[src/rtl/cnn_pkg.sv]
// Shared types and helpers for the int8 convolution / pooling engine.
package cnn_pkg;

    typedef enum logic [2:0] {
        StIdle,
        StLoad,
        StMac,
        StReq,
        StPack,
        StWr,
        StDone
    } state_e;

    // Counter width for values 0..n-1, never narrower than one bit.
    function automatic int unsigned cnt_w(input int unsigned n);
        return (n > 1) ? $clog2(n) : 1;
    endfunction

    // Signed byte from lane 0..3 of a little-endian word.
    function automatic logic signed [7:0] lane_byte(input logic [31:0] word,
                                                   input logic [1:0]  lane);
        logic [31:0] shifted;
        shifted = word >> {lane, 3'b000};
        return shifted[7:0];
    endfunction

    // Arithmetic shift, then clamp to 0..127 (ReLU plus int8 saturation).
    function automatic logic [6:0] requant(input logic signed [31:0] acc,
                                           input int unsigned        shift);
        logic signed [31:0] r;
        r = acc >>> shift;
        if (r < 0) begin
            return 7'd0;
        end else if (r > 32'sd127) begin
            return 7'd127;
        end
        return r[6:0];
    endfunction

endpackage

[src/rtl/out_packer.sv]
// Collects result bytes into a word and owns every BRAM_TEMP drive.
module out_packer #(
    parameter int unsigned OUT_BASE = 0
) (
    input  logic        clk_i,
    input  logic        rst_i,
    input  logic        clr_i,
    input  logic        push_i,
    input  logic [7:0]  byte_i,
    input  logic        last_i,
    input  logic        wr_i,
    output logic        flush_o,
    output logic [31:0] temp_addr_o,
    output logic        temp_en_o,
    output logic [3:0]  temp_we_o,
    output logic        temp_rst_o,
    output logic [31:0] temp_din_o
);

    logic [1:0]  lane_q, lane_d;
    logic [31:0] pack_q, pack_d;
    logic [31:0] waddr_q, waddr_d;

    // Next-state for lane counter, pack register and word offset.
    always_comb begin
        lane_d  = lane_q;
        pack_d  = pack_q;
        waddr_d = waddr_q;
        if (clr_i) begin
            lane_d  = '0;
            pack_d  = '0;
            waddr_d = '0;
        end else if (push_i) begin
            pack_d = pack_q | ({24'd0, byte_i} << {lane_q, 3'b000});
            lane_d = lane_q + 2'd1;
        end else if (wr_i) begin
            pack_d  = '0;
            lane_d  = '0;
            waddr_d = waddr_q + 32'd4;
        end
    end

    // Packer state registers.
    always_ff @(posedge clk_i) begin
        if (rst_i) begin
            lane_q  <= '0;
            pack_q  <= '0;
            waddr_q <= '0;
        end else begin
            lane_q  <= lane_d;
            pack_q  <= pack_d;
            waddr_q <= waddr_d;
        end
    end

    // A word is flushed once lane 3 fills or the final byte arrives.
    always_comb begin
        flush_o     = push_i && ((lane_q == 2'd3) || last_i);
        temp_en_o   = wr_i;
        temp_we_o   = wr_i ? 4'hF : 4'h0;
        temp_addr_o = wr_i ? (OUT_BASE + waddr_q) : 32'd0;
        temp_din_o  = wr_i ? pack_q : 32'd0;
        temp_rst_o  = 1'b0;
    end

endmodule

[src/rtl/conv_pool_engine.sv]
// Parametrised int8 convolution with ReLU, optional 2x2 max-pool and packed int8 output.
module conv_pool_engine
    import cnn_pkg::*;
#(
    parameter int unsigned IN_H     = 32,
    parameter int unsigned IN_W     = 32,
    parameter int unsigned IN_CH    = 1,
    parameter int unsigned OUT_CH   = 6,
    parameter int unsigned K        = 5,
    parameter int unsigned POOL     = 1,
    parameter int unsigned SHIFT    = 8,
    parameter int unsigned IF_BASE  = 0,
    parameter int unsigned W_BASE   = 0,
    parameter int unsigned OUT_BASE = 0
) (
    input  logic        clk,
    input  logic        rst,
    input  logic        start,
    output logic        busy,
    output logic        done,
    output logic [31:0] BRAM_IF_ADDR,
    output logic        BRAM_IF_EN,
    output logic [3:0]  BRAM_IF_WE,
    output logic        BRAM_IF_RST,
    input  logic [31:0] BRAM_IF_DOUT,
    output logic [31:0] BRAM_IF_DIN,
    output logic [31:0] BRAM_W_ADDR,
    output logic        BRAM_W_EN,
    output logic [3:0]  BRAM_W_WE,
    output logic        BRAM_W_RST,
    input  logic [31:0] BRAM_W_DOUT,
    output logic [31:0] BRAM_W_DIN,
    output logic [31:0] BRAM_TEMP_ADDR,
    output logic        BRAM_TEMP_EN,
    output logic [3:0]  BRAM_TEMP_WE,
    output logic        BRAM_TEMP_RST,
    input  logic [31:0] BRAM_TEMP_DOUT,
    output logic [31:0] BRAM_TEMP_DIN
);

    localparam int unsigned OH  = (IN_H - K + 1) >> POOL;
    localparam int unsigned OW  = (IN_W - K + 1) >> POOL;
    localparam int unsigned PS  = (POOL != 0) ? 2 : 1;
    localparam int unsigned OCW = cnt_w(OUT_CH);
    localparam int unsigned OYW = cnt_w(OH);
    localparam int unsigned OXW = cnt_w(OW);
    localparam int unsigned CW  = cnt_w(IN_CH);
    localparam int unsigned KW  = cnt_w(K);

    localparam logic [OCW-1:0] O_MAX  = OCW'(OUT_CH - 1);
    localparam logic [OYW-1:0] OY_MAX = OYW'(OH - 1);
    localparam logic [OXW-1:0] OX_MAX = OXW'(OW - 1);
    localparam logic [CW-1:0]  C_MAX  = CW'(IN_CH - 1);
    localparam logic [KW-1:0]  K_MAX  = KW'(K - 1);

    state_e             state_q, state_d;
    logic [OCW-1:0]     o_q, o_d;
    logic [OYW-1:0]     oy_q, oy_d;
    logic [OXW-1:0]     ox_q, ox_d;
    logic               py_q, py_d, px_q, px_d;
    logic [CW-1:0]      c_q, c_d;
    logic [KW-1:0]      ky_q, ky_d, kx_q, kx_d;
    logic signed [31:0] acc_q, acc_d;
    logic [6:0]         max_q, max_d;
    logic               fin_q, fin_d;
    logic               done_q, done_d;

    logic [31:0]        if_b, w_b;
    logic signed [7:0]  a_byte, w_byte;
    logic signed [15:0] prod;
    logic [6:0]         rq;
    logic               tap_last, out_last;
    logic               pk_clr, pk_push, pk_wr, pk_flush;

    // Byte indices of the current tap, operand lanes and per-tap arithmetic.
    always_comb begin
        if_b = 32'(c_q) * (IN_H * IN_W)
             + (32'(oy_q) * PS + 32'(py_q) + 32'(ky_q)) * IN_W
             + 32'(ox_q) * PS + 32'(px_q) + 32'(kx_q);
        w_b  = ((32'(o_q) * IN_CH + 32'(c_q)) * K + 32'(ky_q)) * K + 32'(kx_q);
        a_byte   = lane_byte(BRAM_IF_DOUT, if_b[1:0]);
        w_byte   = lane_byte(BRAM_W_DOUT, w_b[1:0]);
        prod     = a_byte * w_byte;
        rq       = requant(acc_q, SHIFT);
        tap_last = (kx_q == K_MAX) && (ky_q == K_MAX) && (c_q == C_MAX);
        out_last = (ox_q == OX_MAX) && (oy_q == OY_MAX) && (o_q == O_MAX);
    end

    // Read ports: addresses are only driven while fetching a tap.
    always_comb begin
        BRAM_IF_EN   = (state_q == StLoad);
        BRAM_W_EN    = (state_q == StLoad);
        BRAM_IF_ADDR = BRAM_IF_EN ? (IF_BASE + {if_b[31:2], 2'b00}) : 32'd0;
        BRAM_W_ADDR  = BRAM_W_EN ? (W_BASE + {w_b[31:2], 2'b00}) : 32'd0;
        BRAM_IF_WE   = 4'h0;
        BRAM_W_WE    = 4'h0;
        BRAM_IF_DIN  = 32'd0;
        BRAM_W_DIN   = 32'd0;
        BRAM_IF_RST  = 1'b0;
        BRAM_W_RST   = 1'b0;
        busy         = (state_q != StIdle) && (state_q != StDone);
        done         = done_q;
    end

    // Layer sequencer: next state, index counters, accumulator and pool max.
    always_comb begin
        state_d = state_q;
        o_d     = o_q;
        oy_d    = oy_q;
        ox_d    = ox_q;
        py_d    = py_q;
        px_d    = px_q;
        c_d     = c_q;
        ky_d    = ky_q;
        kx_d    = kx_q;
        acc_d   = acc_q;
        max_d   = max_q;
        fin_d   = fin_q;
        done_d  = done_q;
        pk_clr  = 1'b0;
        pk_push = 1'b0;
        pk_wr   = 1'b0;
        unique case (state_q)
            StIdle, StDone: begin
                state_d = StIdle;
                if (start) begin
                    state_d = StLoad;
                    o_d     = '0;
                    oy_d    = '0;
                    ox_d    = '0;
                    py_d    = 1'b0;
                    px_d    = 1'b0;
                    c_d     = '0;
                    ky_d    = '0;
                    kx_d    = '0;
                    acc_d   = '0;
                    max_d   = '0;
                    fin_d   = 1'b0;
                    done_d  = 1'b0;
                    pk_clr  = 1'b1;
                end
            end
            StLoad: state_d = StMac;
            StMac: begin
                acc_d   = acc_q + {{16{prod[15]}}, prod};
                state_d = tap_last ? StReq : StLoad;
                if (kx_q != K_MAX) begin
                    kx_d = kx_q + 1'b1;
                end else begin
                    kx_d = '0;
                    if (ky_q != K_MAX) begin
                        ky_d = ky_q + 1'b1;
                    end else begin
                        ky_d = '0;
                        c_d  = (c_q == C_MAX) ? '0 : c_q + 1'b1;
                    end
                end
            end
            StReq: begin
                acc_d = '0;
                max_d = (rq > max_q) ? rq : max_q;
                if (POOL == 0 || (px_q && py_q)) begin
                    px_d    = 1'b0;
                    py_d    = 1'b0;
                    state_d = StPack;
                end else begin
                    px_d    = ~px_q;
                    py_d    = py_q | px_q;
                    state_d = StLoad;
                end
            end
            StPack: begin
                pk_push = 1'b1;
                max_d   = '0;
                fin_d   = out_last;
                state_d = pk_flush ? StWr : StLoad;
                if (ox_q != OX_MAX) begin
                    ox_d = ox_q + 1'b1;
                end else begin
                    ox_d = '0;
                    if (oy_q != OY_MAX) begin
                        oy_d = oy_q + 1'b1;
                    end else begin
                        oy_d = '0;
                        o_d  = (o_q == O_MAX) ? '0 : o_q + 1'b1;
                    end
                end
            end
            StWr: begin
                pk_wr   = 1'b1;
                state_d = fin_q ? StDone : StLoad;
                done_d  = fin_q;
            end
            default: state_d = StIdle;
        endcase
    end

    // Sequencer registers with synchronous reset.
    always_ff @(posedge clk) begin
        if (rst) begin
            state_q <= StIdle;
            o_q     <= '0;
            oy_q    <= '0;
            ox_q    <= '0;
            py_q    <= 1'b0;
            px_q    <= 1'b0;
            c_q     <= '0;
            ky_q    <= '0;
            kx_q    <= '0;
            acc_q   <= '0;
            max_q   <= '0;
            fin_q   <= 1'b0;
            done_q  <= 1'b0;
        end else begin
            state_q <= state_d;
            o_q     <= o_d;
            oy_q    <= oy_d;
            ox_q    <= ox_d;
            py_q    <= py_d;
            px_q    <= px_d;
            c_q     <= c_d;
            ky_q    <= ky_d;
            kx_q    <= kx_d;
            acc_q   <= acc_d;
            max_q   <= max_d;
            fin_q   <= fin_d;
            done_q  <= done_d;
        end
    end

    out_packer #(
        .OUT_BASE(OUT_BASE)
    ) u_out_packer (
        .clk_i      (clk),
        .rst_i      (rst),
        .clr_i      (pk_clr),
        .push_i     (pk_push),
        .byte_i     ({1'b0, max_q}),
        .last_i     (out_last),
        .wr_i       (pk_wr),
        .flush_o    (pk_flush),
        .temp_addr_o(BRAM_TEMP_ADDR),
        .temp_en_o  (BRAM_TEMP_EN),
        .temp_we_o  (BRAM_TEMP_WE),
        .temp_rst_o (BRAM_TEMP_RST),
        .temp_din_o (BRAM_TEMP_DIN)
    );

    // The TEMP port is write-only; its read data is intentionally ignored.
    logic unused_temp;
    assign unused_temp = ^BRAM_TEMP_DOUT;

endmodule

[config.mk]
export PLATFORM = sky130hd
export DESIGN_NAME = conv_pool_engine
export DESIGN_NICKNAME = d
export VERILOG_FILES = /design/src/rtl/cnn_pkg.sv /design/src/rtl/out_packer.sv /design/src/rtl/conv_pool_engine.sv
export SDC_FILE = /design/constraint.sdc
export NUM_CORES = 1
export LEC_CHECK = 0
export CAP_MARGIN = 20
export CORE_MARGIN = 2
export CORE_UTILIZATION = 40
export CTS_CLUSTER_DIAMETER = 150
export DETAILED_ROUTE_END_ITERATION = 7
export GPL_ROUTABILITY_DRIVEN = 1
export PLACE_DENSITY_LB_ADDON = 0.05
export RECOVER_POWER = 25
export SETUP_SLACK_MARGIN = 0.1
export SYNTH_ARGS = -nofsm -noshare
export SYNTH_HDL_FRONTEND = slang
export SYNTH_SLANG_ARGS = --single-unit
[constraint.sdc]
create_clock -name clk -period 11.3 [get_ports clk]
set_input_delay 2.26 -clock clk [delete_from_list [all_inputs] [get_ports clk]]
set_output_delay 2.26 -clock clk [all_outputs]
set_load 0.03 [all_outputs]
# [Word level (Yosys, flattened, before mapping)]
# Index checks and enable logic that the tools add are counted.
[classes] n_reduce_logical=30 div_mod_pow=0 n_lt_le_gt_ge=3 bitwise=5 n_mux=56 n_addsub=18 shifts=3 n_eq_ne=23 multipliers=3
[ops] operator="$mux W32" n=5
[ops] operator="$pmux W32 S3" n=1
[ops] operator="$shr A32 B5 Y8" n=2
[ops] operator="$mux W7" n=5
[ops] operator="$add A32 B3 Y32 const B" n=1
[ops] operator="$add A32 B32 Y32" n=1
[ops] operator="$or A32 B32 Y32" n=1
[ops] operator="$shl A7 B5 Y32" n=1
[ops] operator="$mux W3" n=10
[ops] operator="$gt A24 B8 Y1 const B" n=1
[ops] operator="$lt A24 B1 Y1 const B" n=1
[ops] operator="$pmux W7 S3" n=1
[ops] operator="$mux W4" n=5
[ops] operator="$eq A3 B3 Y1 const B" n=6
[ops] operator="$pmux W3 S2" n=3
[ops] operator="$pmux W3 S6" n=1
[ops] operator="$add A15 B3 Y16" n=1
[ops] operator="$mul A8 B8 Y16" n=1
[ops] operator="$mux W16" n=1
[ops] operator="$pmux W4 S2" n=2
[ops] operator="$add A14 B1 Y15" n=1
[ops] operator="$add A13 B5 Y14" n=1
[ops] operator="$add A11 B12 Y13" n=1
[ops] operator="$mux W1" n=13
[ops] operator="other kinds (33)" n=75
[word_totals] rom_bits=0 ram_bits=0 n_memories=0 out_inout_bits=212 latchBits=0 reg_bits=130 inputBits=99

# [Depth between registers and ports, before layout]
[logic_depth] word_depth=10 mapped_depth=36 mapped_depth_nobuf=35

# [Modules after synthesis]
# Synthesis repeated with hierarchy kept, for this count alone.
[hier_totals] hier_cells=1464 hier_area_um2=12085.3
[modules_own_cells] mod="conv_pool_engine" area_per_inst_um2=9046.2 n_inst=1 seq_area_each_um2=1261.2 cells_each=1101
[modules_own_cells] mod="out_packer" area_per_inst_um2=3039.2 n_inst=1 seq_area_each_um2=1281.2 cells_each=363

# [Least setup slack after synthesis]
# OpenSTA, ideal clock, no wires.
[synth_path] kind="input to register" from="input BRAM_IF_DOUT[24]" to="register acc_q[29]" path_stages=26 arrival_time_ns=9.145 required_ns=11.172 setup_slack_ns=2.028 cell_sequence="mux4_2 -> or2_2 -> fa_1 -> fa_1 -> inv_1 -> fa_1 -> inv_1 -> fa_1 -> inv_1 -> ha_1 -> nand2_1 -> o21ai_1 -> o41ai_2 -> o21ai_1 -> o41ai_2 -> xnor2_1 -> ha_1 -> a21o_1 -> a21oi_1 -> o21bai_1 -> and4_1 -> o31ai_1 -> or3b_1 -> xnor2_1 -> a22oi_1 -> nor2_1"
[synth_between] elab_chain_cells=4
[synth_lines] element="start: declaration" line_no="conv_pool_engine.sv:25" rtl="input logic [31:0] BRAM_IF_DOUT,"
[synth_lines] element="$shr A32 B5 Y8" line_no="cnn_pkg.sv:23" rtl="shifted = word >> {lane, 3'b000};"
[synth_lines] element="$mul A8 B8 Y16" line_no="conv_pool_engine.sv:83" rtl="prod = a_byte * w_byte;"
[synth_lines] element="$add A32 B32 Y32" line_no="conv_pool_engine.sv:145" rtl="acc_d = acc_q + {{16{prod[15]}}, prod};"
[synth_lines] element="$pmux W32 S3" line_no="conv_pool_engine.sv:123" rtl="unique case (state_q)"
[synth_lines] element="end signal: assignment" line_no="conv_pool_engine.sv:210" rtl="acc_q <= '0;"
[synth_lines] element="end signal: assignment" line_no="conv_pool_engine.sv:224" rtl="acc_q <= acc_d;"
[synth_lines] element="end: declaration" line_no="conv_pool_engine.sv:63" rtl="logic signed [31:0] acc_q, acc_d;"
# No other way between the ends.
# A chain may end at the register's enable or synchronous reset.

# [Worst setup path after layout]
[layout_path] from="input BRAM_W_DOUT[23]" to="register acc_q[30]"
[layout_between] elab_chain_cells=4
[layout_lines] element="start: declaration" line_no="conv_pool_engine.sv:31" rtl="input logic [31:0] BRAM_W_DOUT,"
[layout_lines] element="$shr A32 B5 Y8" line_no="cnn_pkg.sv:23"
[layout_lines] element="$mul A8 B8 Y16" line_no="conv_pool_engine.sv:83"
[layout_lines] element="$add A32 B32 Y32" line_no="conv_pool_engine.sv:145"
[layout_lines] element="$pmux W32 S3" line_no="conv_pool_engine.sv:123"
# No other way between the ends.

==> results.py <==
metrics = {
    "clocking": {
        "path_clk_slew_ns": 0.06,
        "cts_inserted_buffers": 17,
        "cts.repair.resized": 0,
        "clock_path_buffers": 2,
        "postCtsSetupRepairBufs": 0,
        "cts_hold_buf": 0,
        "clock_latency_ns": 0.42,
        "htree_levels": 4,
        "cts_root_buffer": "clkbuf_16",
        "cts_tree": "yes",
        "clock-sinks": 123,
    },
    "global_route": {
        "grt_usage": 0.181,
        "antenna_found_initial": 0,
        "grt_max_degree": 51,
        "first_global_vias": 8861,
        "grt_first_pass_wirelength_um": 45300,
        "gr-total-overflow": 0,
    },
    "power_and_ir_drop": {
        "leakagePower_nw": 6.12,
        "irDropWorstVdd_mv": 0.365,
        "power_mw": 4.12,
        "power_density_nw_per_um2": 299,
    },
    "layout": {
        "antenna_cells": 0,
        "area_delta_synth_final_pct": 16.4,
        "final_common_cell": "nor2_1",
        "layout.nets": 1825,
        "final_cell_mix": "nor2_1, clkdlybuf4s50_1, conb_1",
        "final_layout_size_suffix_gt1_frac": 0.0561,
        "stdcell_area_um2": 13800,
        "fillCellCount": 2902,
    },
    "timing": {
        "max_slew_margin": -0.450,
        "fmax_mhz": 105,
        "setup_viol": 0,
        "hold_viol_final": 0,
        "min_period_ns": 9.49,
        "rsz0062_at_grt": "no",
        "clock-skew-final_ns": 0.0138,
        "fin_tns_setup_ns": 0,
        "hold_slack_ns": 0.460,
        "worst_pin_slew_ns": 2.18,
        "slew_violations": 79,
        "post-route-period-util": 0.840,
    },
    "min_path": {
        "hold_depth": 2,
        "hold_path_class": "register to register",
        "worstHoldStart": "u_out_packer.pack_q[21]",
        "hold_end": "u_out_packer.pack_q[21]",
    },
    "outcome": {
        "violations": "max-capacitance violations, max-slew violations",
        "status": "finished with violations",
    },
    "route": {
        "post_drt_wl_per_cell_um": 14.3,
        "vias": 9424,
        "totalWireLength_um": 28000,
        "drtAntennaViolNets": 0,
        "drc": 0,
        "vias_per_cell": 4.82,
        "drt_iter0_drc": 459,
        "first_pass_iters": 7,
    },
    "synthesis": {
        "yosys.area_share.simple": 0.212,
        "netlist.area_leader.share": 0.208,
        "synth_area_per_cell_um2": 8.26,
        "ys_seq_area_frac": 0.208,
        "synth_fa_ha_area_frac": 0.217,
        "async_reset_ff_frac": 0,
        "ys.warnings.count": 0,
        "synth_top_flop_cell": "dfxtp_1",
        "synth_area_um2": 11800,
        "muxShareOfSynthArea": 0.0348,
        "synth-xor-area-share": 0.0599,
        "synth.area.top_cells": "dfxtp_1, ha_1, fa_1",
        "ys_seq_elements": 123,
        "synth_edf_count": 0,
        "postSynthCellCount": 1433,
        "synth_top_family_by_area": "adder cells",
        "synth_compound_area_frac": 0.127,
        "ys_types": 80,
        "synth_largest_area_cell": "dfxtp_1",
    },
    "setup_path": {
        "r2r-start": "ky_q[1]",
        "cpPeakStageDelay_ns": 0.58,
        "ff2ff_setup_slack_ns": 1.83,
        "worstSetupPathType": "primary input to register",
        "timing.critical_path.mode_cell": "fa_1",
        "cp_slowest_cell": "o21ai_1",
        "rr_worst_depth": 32,
        "startpoint_type": "primary input",
        "arrival_ns": 9.79,
        "r2r-end": "acc_q[30]",
        "critPathRequiredTime_ns": 11.60,
        "endpoint_kind": "register",
        "critPathMaxFanout": 12,
    },
    "die": {
        "rows": 62,
        "fp.dieArea_um2": 31000,
        "die_x_um": 176,
        "die_h_um": 176,
        "coreArea_um2": 28900,
        "ios": 311,
        "start_util": 0.409,
    },
    "placed_design": {
        "io_buffers": 149,
        "place_congestion": 0.772,
        "placed_area_um2": 13100,
        "place.detailed.hpwl_um": 21900,
    },
    "run": {
        "cap_violations": 2,
    },
}
==> through the flow <==
| step | cells | util | setup WS [ns] |
|---|---|---|---|
| after CTS | 1954 | 0.477 | 1.81 |
| after detailed placement | 1922 | 0.454 | 1.40 |
| after global placement | 1922 | 0.454 | 1.47 |
| final | 1954 | 0.476 | 1.81 |
| after global routing | 1954 | 0.476 | 1.22 |
| after floorplan | 1561 | - | 2.03 |
==> cells in the mapped netlist (all sizes together), types with 2 or more instances <==
| cell | instances |
|---|---|
| nand2 | 72 |
| nand3 | 34 |
| a31oi | 8 |
| o41ai | 2 |
| a32o | 4 |
| and2 | 107 |
| buf | 141 |
| nand4 | 16 |
| nor2 | 186 |
| a21o | 23 |
| a31o | 4 |
| a22oi | 23 |
| a211o | 2 |
| mux2 | 3 |
| nor2b | 13 |
| and3 | 10 |
| inv | 129 |
| or3 | 3 |
| o31ai | 3 |
| and4 | 3 |
| mux4 | 15 |
| a211oi | 7 |
| mux2i | 4 |
| or4 | 3 |
| o21bai | 10 |
| xor2 | 33 |
| a21oi | 101 |
| nor3b | 3 |
| and2b | 2 |
| xnor2 | 48 |
| clkbuf | 36 |
| fa | 60 |
| nor3 | 17 |
| o21a | 3 |
| o21ai | 30 |
| nand2b | 8 |
| nor4 | 14 |
| nand4b | 2 |
| dfxtp | 123 |
| ha | 109 |
| or2 | 4 |
==> logic make-up after synthesis <==
family / count (synthesis)
XOR/XNOR: 81
AND/OR/NAND/NOR: 500
other: 1
adder cells (fa/ha/maj): 169
multiplexers: 22
flip-flops: 123
AO/OA/AOI/OAI: 230
buffers and inverters: 307
==> power by group <==
group / internal (mW) / switching, mW
registers: 0.466 / 0.0370
clock network: 0.381 / 0.234
logic: 1.23 / 1.78
total: 2.07 / 2.05
==> layout make-up <==
| cell class | count | area [um2] | area share |
|---|---|---|---|
| clock buffer | 18 | 439 | 0.0319 |
| clock inverter | 14 | 208 | 0.0151 |
| inverter | 130 | 488 | 0.0354 |
| multi-input combinational | 1131 | 8190 | 0.594 |
| sequential | 123 | 2460 | 0.179 |
| tap | 384 | 480 | 0.0349 |
| timing repair buffer | 154 | 1520 | 0.110 |
==> how the worst max path moves through the flow <==
stage | startpoint | to | slack [ns] | cells after the start
global placement | BRAM_W_DOUT[23] | acc_q[30] | 1.47 | 29
detailed placement | BRAM_W_DOUT[23] | acc_q[30] | 1.40 | 29
CTS | ky_q[1] | acc_q[30] | 1.81 | 32
finish | BRAM_W_DOUT[23] | acc_q[30] | 1.81 | 29
global route | ky_q[1] | acc_q[30] | 1.22 | 32
floorplan | BRAM_IF_DOUT[24] | acc_q[29] | 2.03 | 26
==> registers in the layout, indices dropped and copies added, names as in the netlist, 4 cells and up <==
register / count
u_out_packer.waddr_q: 30
max_q: 7
oy_q: 4
acc_q: 32
u_out_packer.pack_q: 28
ox_q: 4
==> routing by layer <==
layer	vias up	GRT usage	part of all wire
met1	4448	0.245	0.47
li1	4780	-	-
met4	0	0.0448	0.015
met5	-	0	0
met3	22	0.0235	0.032
met2	174	0.305	0.49
==> critical path, delay by kind of cell <==
family / cells / cell delay (ns)
XOR/XNOR: 1 / 0.55
AO/OA/AOI/OAI: 13 / 2.87
multiplexers: 1 / 0.26
adder cells (fa/ha/maj): 6 / 2.61
buffers and inverters: 5 / 0.86
AND/OR/NAND/NOR: 3 / 0.36
(Power assumes the default switching activity.)
